--- src/rtl/weight_bank_ctrl.sv ---
// weight_bank_ctrl: NUM_CH saturating weight levels adjusted through a cursor.
// Up/down buttons step the selected channel and auto-repeat while held.
// next_button advances the cursor. switch=0 freezes all state.
module weight_bank_ctrl #(
  parameter int NUM_CH        = 4,
  parameter int WIDTH         = 3,
  parameter int MAX_LEVEL     = 5,
  parameter int DEFAULT_LEVEL = 0,
  parameter int REPEAT_DELAY  = 24,
  parameter int REPEAT_PERIOD = 8
) (
  input  logic                        clk,
  input  logic                        reset,
  input  logic                        up_button,
  input  logic                        down_button,
  input  logic                        next_button,
  input  logic                        switch,
  output logic [$clog2(NUM_CH)-1:0]   sel,
  output logic [NUM_CH*WIDTH-1:0]     weights,
  output logic [WIDTH-1:0]            cur_weight,
  output logic                        changed
);

  localparam int SEL_W   = $clog2(NUM_CH);
  localparam int CNT_MAX = (REPEAT_DELAY > REPEAT_PERIOD) ? REPEAT_DELAY : REPEAT_PERIOD;
  localparam int CNT_W   = $clog2(CNT_MAX);
  localparam logic [CNT_W-1:0] DELAY_LAST  = CNT_W'(REPEAT_DELAY - 1);
  localparam logic [CNT_W-1:0] PERIOD_LAST = CNT_W'(REPEAT_PERIOD - 1);
  localparam logic [WIDTH-1:0] MAX_W       = WIDTH'(MAX_LEVEL);
  localparam logic [WIDTH-1:0] DEFAULT_W   = WIDTH'(DEFAULT_LEVEL);
  localparam logic [SEL_W-1:0] SEL_LAST    = SEL_W'(NUM_CH - 1);

  typedef enum logic [1:0] {IDLE, DELAY, REPEAT} state_t;

  state_t            state_reg, state_next;
  logic [CNT_W-1:0]  count_reg, count_next;
  logic              dir_reg, dir_next;      // 0 = up, 1 = down
  logic              up_q_reg, down_q_reg;
  logic [SEL_W-1:0]  sel_reg;
  logic              changed_reg;
  logic [WIDTH-1:0]  weight_reg [NUM_CH];

  logic              up_edge, down_edge, up_alone, down_alone, dir_held;
  logic              step, step_down;
  logic [WIDTH-1:0]  old_level, new_level;

  assign up_edge    = up_button & ~up_q_reg;
  assign down_edge  = down_button & ~down_q_reg;
  assign up_alone   = up_button & ~down_button;
  assign down_alone = down_button & ~up_button;
  assign dir_held   = dir_reg ? down_alone : up_alone;

  // Button history runs regardless of switch, so a button held across
  // reset or across switch rising produces no edge.
  always_ff @(posedge clk) begin
    if (reset) begin
      up_q_reg   <= 1'b1;
      down_q_reg <= 1'b1;
    end else begin
      up_q_reg   <= up_button;
      down_q_reg <= down_button;
    end
  end

  // Repeat FSM: decides when a step happens and in which direction.
  always_comb begin
    state_next = state_reg;
    count_next = count_reg;
    dir_next   = dir_reg;
    step       = 1'b0;
    step_down  = dir_reg;
    case (state_reg)
      IDLE: begin
        if (switch) begin
          if (up_edge && !down_button) begin
            step       = 1'b1;
            step_down  = 1'b0;
            dir_next   = 1'b0;
            count_next = '0;
            state_next = next_button ? IDLE : DELAY;
          end else if (down_edge && !up_button) begin
            step       = 1'b1;
            step_down  = 1'b1;
            dir_next   = 1'b1;
            count_next = '0;
            state_next = next_button ? IDLE : DELAY;
          end
        end
      end
      DELAY: begin
        if (!switch || next_button || !dir_held) begin
          state_next = IDLE;
          count_next = '0;
        end else if (count_reg == DELAY_LAST) begin
          step       = 1'b1;
          count_next = '0;
          state_next = REPEAT;
        end else begin
          count_next = count_reg + 1'b1;
        end
      end
      REPEAT: begin
        if (!switch || next_button || !dir_held) begin
          state_next = IDLE;
          count_next = '0;
        end else if (count_reg == PERIOD_LAST) begin
          step       = 1'b1;
          count_next = '0;
        end else begin
          count_next = count_reg + 1'b1;
        end
      end
      default: begin
        state_next = IDLE;
        count_next = '0;
      end
    endcase
  end

  // FSM state, repeat counter and direction register.
  always_ff @(posedge clk) begin
    if (reset) begin
      state_reg <= IDLE;
      count_reg <= '0;
      dir_reg   <= 1'b0;
    end else begin
      state_reg <= state_next;
      count_reg <= count_next;
      dir_reg   <= dir_next;
    end
  end

  // Saturating next level for the channel under the cursor.
  always_comb begin
    old_level = weight_reg[sel_reg];
    new_level = old_level;
    if (step_down) begin
      if (old_level != '0) new_level = old_level - 1'b1;
    end else begin
      if (old_level < MAX_W) new_level = old_level + 1'b1;
    end
  end

  // Per-channel level registers; only the channel under the (old) cursor steps.
  genvar gi;
  generate
    for (gi = 0; gi < NUM_CH; gi++) begin : g_ch
      always_ff @(posedge clk) begin
        if (reset) begin
          weight_reg[gi] <= DEFAULT_W;
        end else if (step && (sel_reg == SEL_W'(gi))) begin
          weight_reg[gi] <= new_level;
        end
      end
      assign weights[gi*WIDTH +: WIDTH] = weight_reg[gi];
    end
  endgenerate

  // Cursor and change pulse.
  always_ff @(posedge clk) begin
    if (reset) begin
      sel_reg     <= '0;
      changed_reg <= 1'b0;
    end else begin
      changed_reg <= step && (new_level != old_level);
      if (switch && next_button) begin
        sel_reg <= (sel_reg == SEL_LAST) ? '0 : sel_reg + 1'b1;
      end
    end
  end

  assign sel        = sel_reg;
  assign cur_weight = weight_reg[sel_reg];
  assign changed    = changed_reg;

endmodule

--- config.mk ---
export PLATFORM = sky130hd
export DESIGN_NAME = weight_bank_ctrl
export DESIGN_NICKNAME = d
export VERILOG_FILES = /design/src/rtl/weight_bank_ctrl.sv
export SDC_FILE = /design/constraint.sdc
export NUM_CORES = 1
export LEC_CHECK = 0
export CORE_MARGIN = 4
export CORE_UTILIZATION = 30
export DETAILED_ROUTE_END_ITERATION = 6
export PLACE_DENSITY = 0.54
export SETUP_SLACK_MARGIN = 0.1
export SYNTH_ARGS = -nofsm -noshare
export SYNTH_HDL_FRONTEND = slang
export SYNTH_SLANG_ARGS = --single-unit
--- constraint.sdc ---
create_clock -name clk -period 3.2 [get_ports clk]
set_input_delay 0.48 -clock clk [delete_from_list [all_inputs] [get_ports clk]]
set_output_delay 0.48 -clock clk [all_outputs]
set_load 0.005 [all_outputs]
# --- Word-level counts from Yosys, hierarchy flattened ---
# Memory sizes are Yosys's and may differ from the RTL's. A register that Yosys moved wholly into a read port is not among the register bits.
# Cells that the tools add are included.
totals:
  reg_bits: 13
  ramBits: 12
  in_bits: 6
  output_inout_bits: 18
  memories: 1
mem_list:
  columns: ["name", "words", "word_bits", "rd", "rd_clocked_by_memory_dff", "write_ports", "line", "rtl"]
  rows:
  - ["weight_reg", 4, 3, 5, 1, 4, "41", "logic [WIDTH-1:0] weight_reg [NUM_CH];"]
op_classes:
  n_lt_le_gt_ge: 1
  n_eq_ne: 12
  reduce_logical: 19
  bitwise: 12
  mux: 53
  add_sub_neg: 4
op_table:
  columns: ["op", "n"]
  rows:
  - ["$mux 5", 7]
  - ["$mux 1", 27]
  - ["$mux 3", 7]
  - ["$mux 2", 9]
  - ["$pmux 5 s3", 1]
  - ["$logic_and 1x1->1", 8]
  - ["$eq 2x2->1 const B", 3]
  - ["$ne 3x3->1 const B", 2]
  - ["$pmux 2 s3", 1]
  - ["$add 5x1->5 const B", 1]
  - ["$eq 5x3->1 const B", 1]
  - ["$eq 5x5->1 const B", 1]
  - ["$and 1x1->1", 4]
  - ["$eq 2x1->1 const B", 2]
  - ["$logic_not 1->1", 4]
  - ["$logic_not 2->1", 2]
  - ["$ne 2x2->1 const B", 2]
  - ["$not 1->1", 4]
  - ["$or 1x1->1", 4]
  - ["$reduce_and 4->1", 1]
  - ["$add 3x1->3 const B", 1]
  - ["$lt 3x3->1 const B", 1]
  - ["$ne 3x3->1", 1]
  - ["$pmux 1 s3", 1]
  - ["5 further kinds", 6]

# --- Longest topological paths before layout ---
logic_depth:
  depth_word: 12
  ltp_mapped: 8

# --- Least setup slack after synthesis ---
# Ideal clock, no wire load.
synth_path:
  path_kind: "register -> register"
  start: "register with a tool-made name"
  end: "memory weight_reg[1][1], data pin"
  setup_time_ps: 255
  t_arrival_ps: 2031
  n_path_buf: 0
  period_less_slack_ps: 2286
  t_required_ps: 2945
  stages_incl_launch_ff: 8
  setup_slack_ps: 914
  cell_sequence: "dfxtp_1 -> mux4_1 -> inv_1 -> ha_1 -> nand2b_4 -> mux2i_1 -> o22a_2 -> and3_1"
synth_rtl:
  columns: ["item", "line"]
  rows:
  - ["end, declared", "41"]

==> out/qor.yml <==
timing:
  min_period_ns: 2.51
  setup_viol: 0
  hold_viol: 0
  hold_ws_ns: 0.485
  fmax_ghz: 0.398
  skew_ns: 0.00661
  tns_ns: 0
  slew_violations: 0
  rsz0062_at_grt: "no"
  finalCritPeriodShare: 0.786
  slew_headroom: 0.694
  worst_pin_slew_ns: 0.455
grt:
  grt_pass1_vias: 1252
  grt_max_degree: 18
  antenna_found_initial: 0
  grt_overflow: 0
  grt_pass1_wl_mm: 6.06
  grtUsageTotal: 0.117
job:
  drv.max_cap_violation_count: 0
finish:
  postLayoutCoreUtil: 0.380
  layout-drive-gt1-share: 0.106
  regArea_um2: 661
  nFillCells: 514
  largest_reg_flops: 12
  syn2layout_area_growth_pct: 21.6
  layout.nets: 199
  diodes: 0
  multi_input_area_um2: 893
logic_synthesis:
  syn-num-nets: 175
  synth-edff-count: 12
  synth_flop_cell: "dfxtp_1"
  ys_ff_latch: 27
  avgSynthCellArea_um2: 10.2
  async_reset_ff_frac: 0
  synth_area_um2: 1610
  synthCells: 157
  synthDistinctLibCells: 41
  synth-seq-area-share: 0.411
  ys_warn_count: 0
cts:
  cts_root_buf: "clkbuf_8"
  cts_tree: "yes"
  cts_sinks: 27
  cts_resized: 0
  postCtsSetupBuffers: 0
  clkLatencyLatePin_ns: 0.27
  hold_buffers: 0
  clk_transition_reported_paths_ns: 0.10
  cts_buffer_depth: 2
  htreeDepth: 1
  cts_buffers: 3
critical_path:
  rr_worst_depth: 7
  arrival_ns: 2.54
  regToRegEndpoint: "weight_reg[2][0]"
  crit_path_end_kind: "flip-flop"
  cp.required_ns: 3.22
  path_class: "flip-flop to flip-flop"
  cp_slowest_cell: "mux4_1"
  crit_path_end: "weight_reg[2][0]"
  start_kind: "flip-flop"
  slowest_delay_ns: 0.75
  path_max_fanout: 7
  reg2reg_slack_ns: 0.69
  crit_chain: "mux4_1 -> inv_1 -> ha_1 -> nand2b_4 -> nor3b_4 -> a211oi_4 -> nor3_1"
pwr:
  ir_drop_v: 0.000214
  fin_total_pwr_uw: 696
  powerDensity_nw_per_um2: 356
  leakage_uw: 0.000701
place:
  gp_congestion: 0.865
  dp_hpwl_mm: 2.80
  port_buffers: 23
drt:
  wl_per_cell_um: 13.8
  drt-total-wl_mm: 3.46
  ant_nets: 0
  num_vias: 1227
  firstDrtPassIters: 4
  drt_iter0_drc: 78
  post-route-drc-count: 0
  viasPerCell: 4.91
floorplanning:
  core.rowCount: 26
  initial_core_util: 0.313
  ios: 24
  die_height_um: 81.2
  die_x_um: 81.2
  core-area_um2: 5140
  die_area_um2: 6590
status:
  run_status: "complete, no violations"
min_path:
  hp-class: "flip-flop to flip-flop"
[logic make-up (layout without fill, tap and decap cells)]
family / Yosys count / count (layout) / share of synthesized area
compound gates: 35 / 35 / 0.156
fa+ha+maj: 12 / 12 / 0.0934
buf+inv: 12 / 35 / 0.0335
flops: 27 / 27 / 0.411
mux: 5 / 5 / 0.0576
simple gates: 66 / 66 / 0.248
[synth_stat cells (4+ instances only)]
master,instances,area (um2)
ha_1,12,150
nand4b_1,4,35.0
and3_1,4,25.0
inv_1,7,26.3
dfxtp_1,15,300
nor3_1,9,45.0
a21oi_1,11,55.1
o21ai_0,7,35.0
nor2_1,7,26.3
nand3_1,6,30.0
a21o_1,4,30.0
nor2b_1,6,37.5
edfxtp_1,12,360
nand2_1,14,52.6
[metal layers]
| metal | GRT usage | share of wire |
|---|---|---|
| met1 | 0.140 | 0.44 |
| met2 | 0.217 | 0.51 |
| met3 | 0.0244 | 0.033 |
| met4 | 0.0203 | 0.0081 |
| met5 | 0 | 0 |
[cell type report]
class | instances | share of cell area
tap | 70 | 0.0448
sequential | 27 | 0.338
clock inverter | 1 | 0.00384
multi-input combinational | 118 | 0.457
clock buffer | 3 | 0.0211
timing repair buffer | 24 | 0.122
inverter | 7 | 0.0134
[cell usage in the layout, fill, tap and decap left out, types with 6 or more instances in the layout]
cell type / instances
nor2_1: 7
nand3_1: 6
nor3_1: 9
inv_1: 7
o21ai_0: 7
dfxtp_1: 15
edfxtp_1: 12
ha_1: 12
clkdlybuf4s50_1: 23
nand2_1: 14
nor2b_1: 6
a21oi_1: 11
[critical path: cells and delay by family, from the launching register on]
kind / cells / cell delay (ns)
AO/OA/AOI/OAI: 1 / 0.30
adder cells (fa/ha/maj): 1 / 0.23
buffers and inverters: 1 / 0.19
flip-flops: 1 / 0.44
multiplexers: 1 / 0.75
AND/OR/NAND/NOR: 3 / 0.35
[stage by stage]
step	setup slack, ns	area [um2]	instances
floorplan	0.914	1610	157
global placement	0.583	1910	246
detailed placement	0.555	1910	246
CTS	0.668	1950	250
global route	0.482	1950	250
finish	0.686	1950	250
[worst min-delay path by stage]
| stage | startpoint | to | slack, ns | cells after the start |
|---|---|---|---|---|
| floorplan | count_reg[1] | count_reg[1] | 0.45 | 2 |
| global placement | count_reg[1] | count_reg[1] | 0.46 | 2 |
| detailed placement | count_reg[1] | count_reg[1] | 0.47 | 2 |
| CTS | count_reg[1] | count_reg[1] | 0.48 | 2 |
| global route | count_reg[1] | count_reg[1] | 0.52 | 2 |
| finish | count_reg[1] | count_reg[1] | 0.49 | 2 |
[report_power, final]
| part | internal [uW] | total, uW | switching, uW |
|---|---|---|---|
| clock | 88.4 | 199 | 111 |
| combinational | 59.9 | 119 | 58.9 |
| sequential | 370 | 378 | 8.39 |
Power figures use the tool's default switching activity.
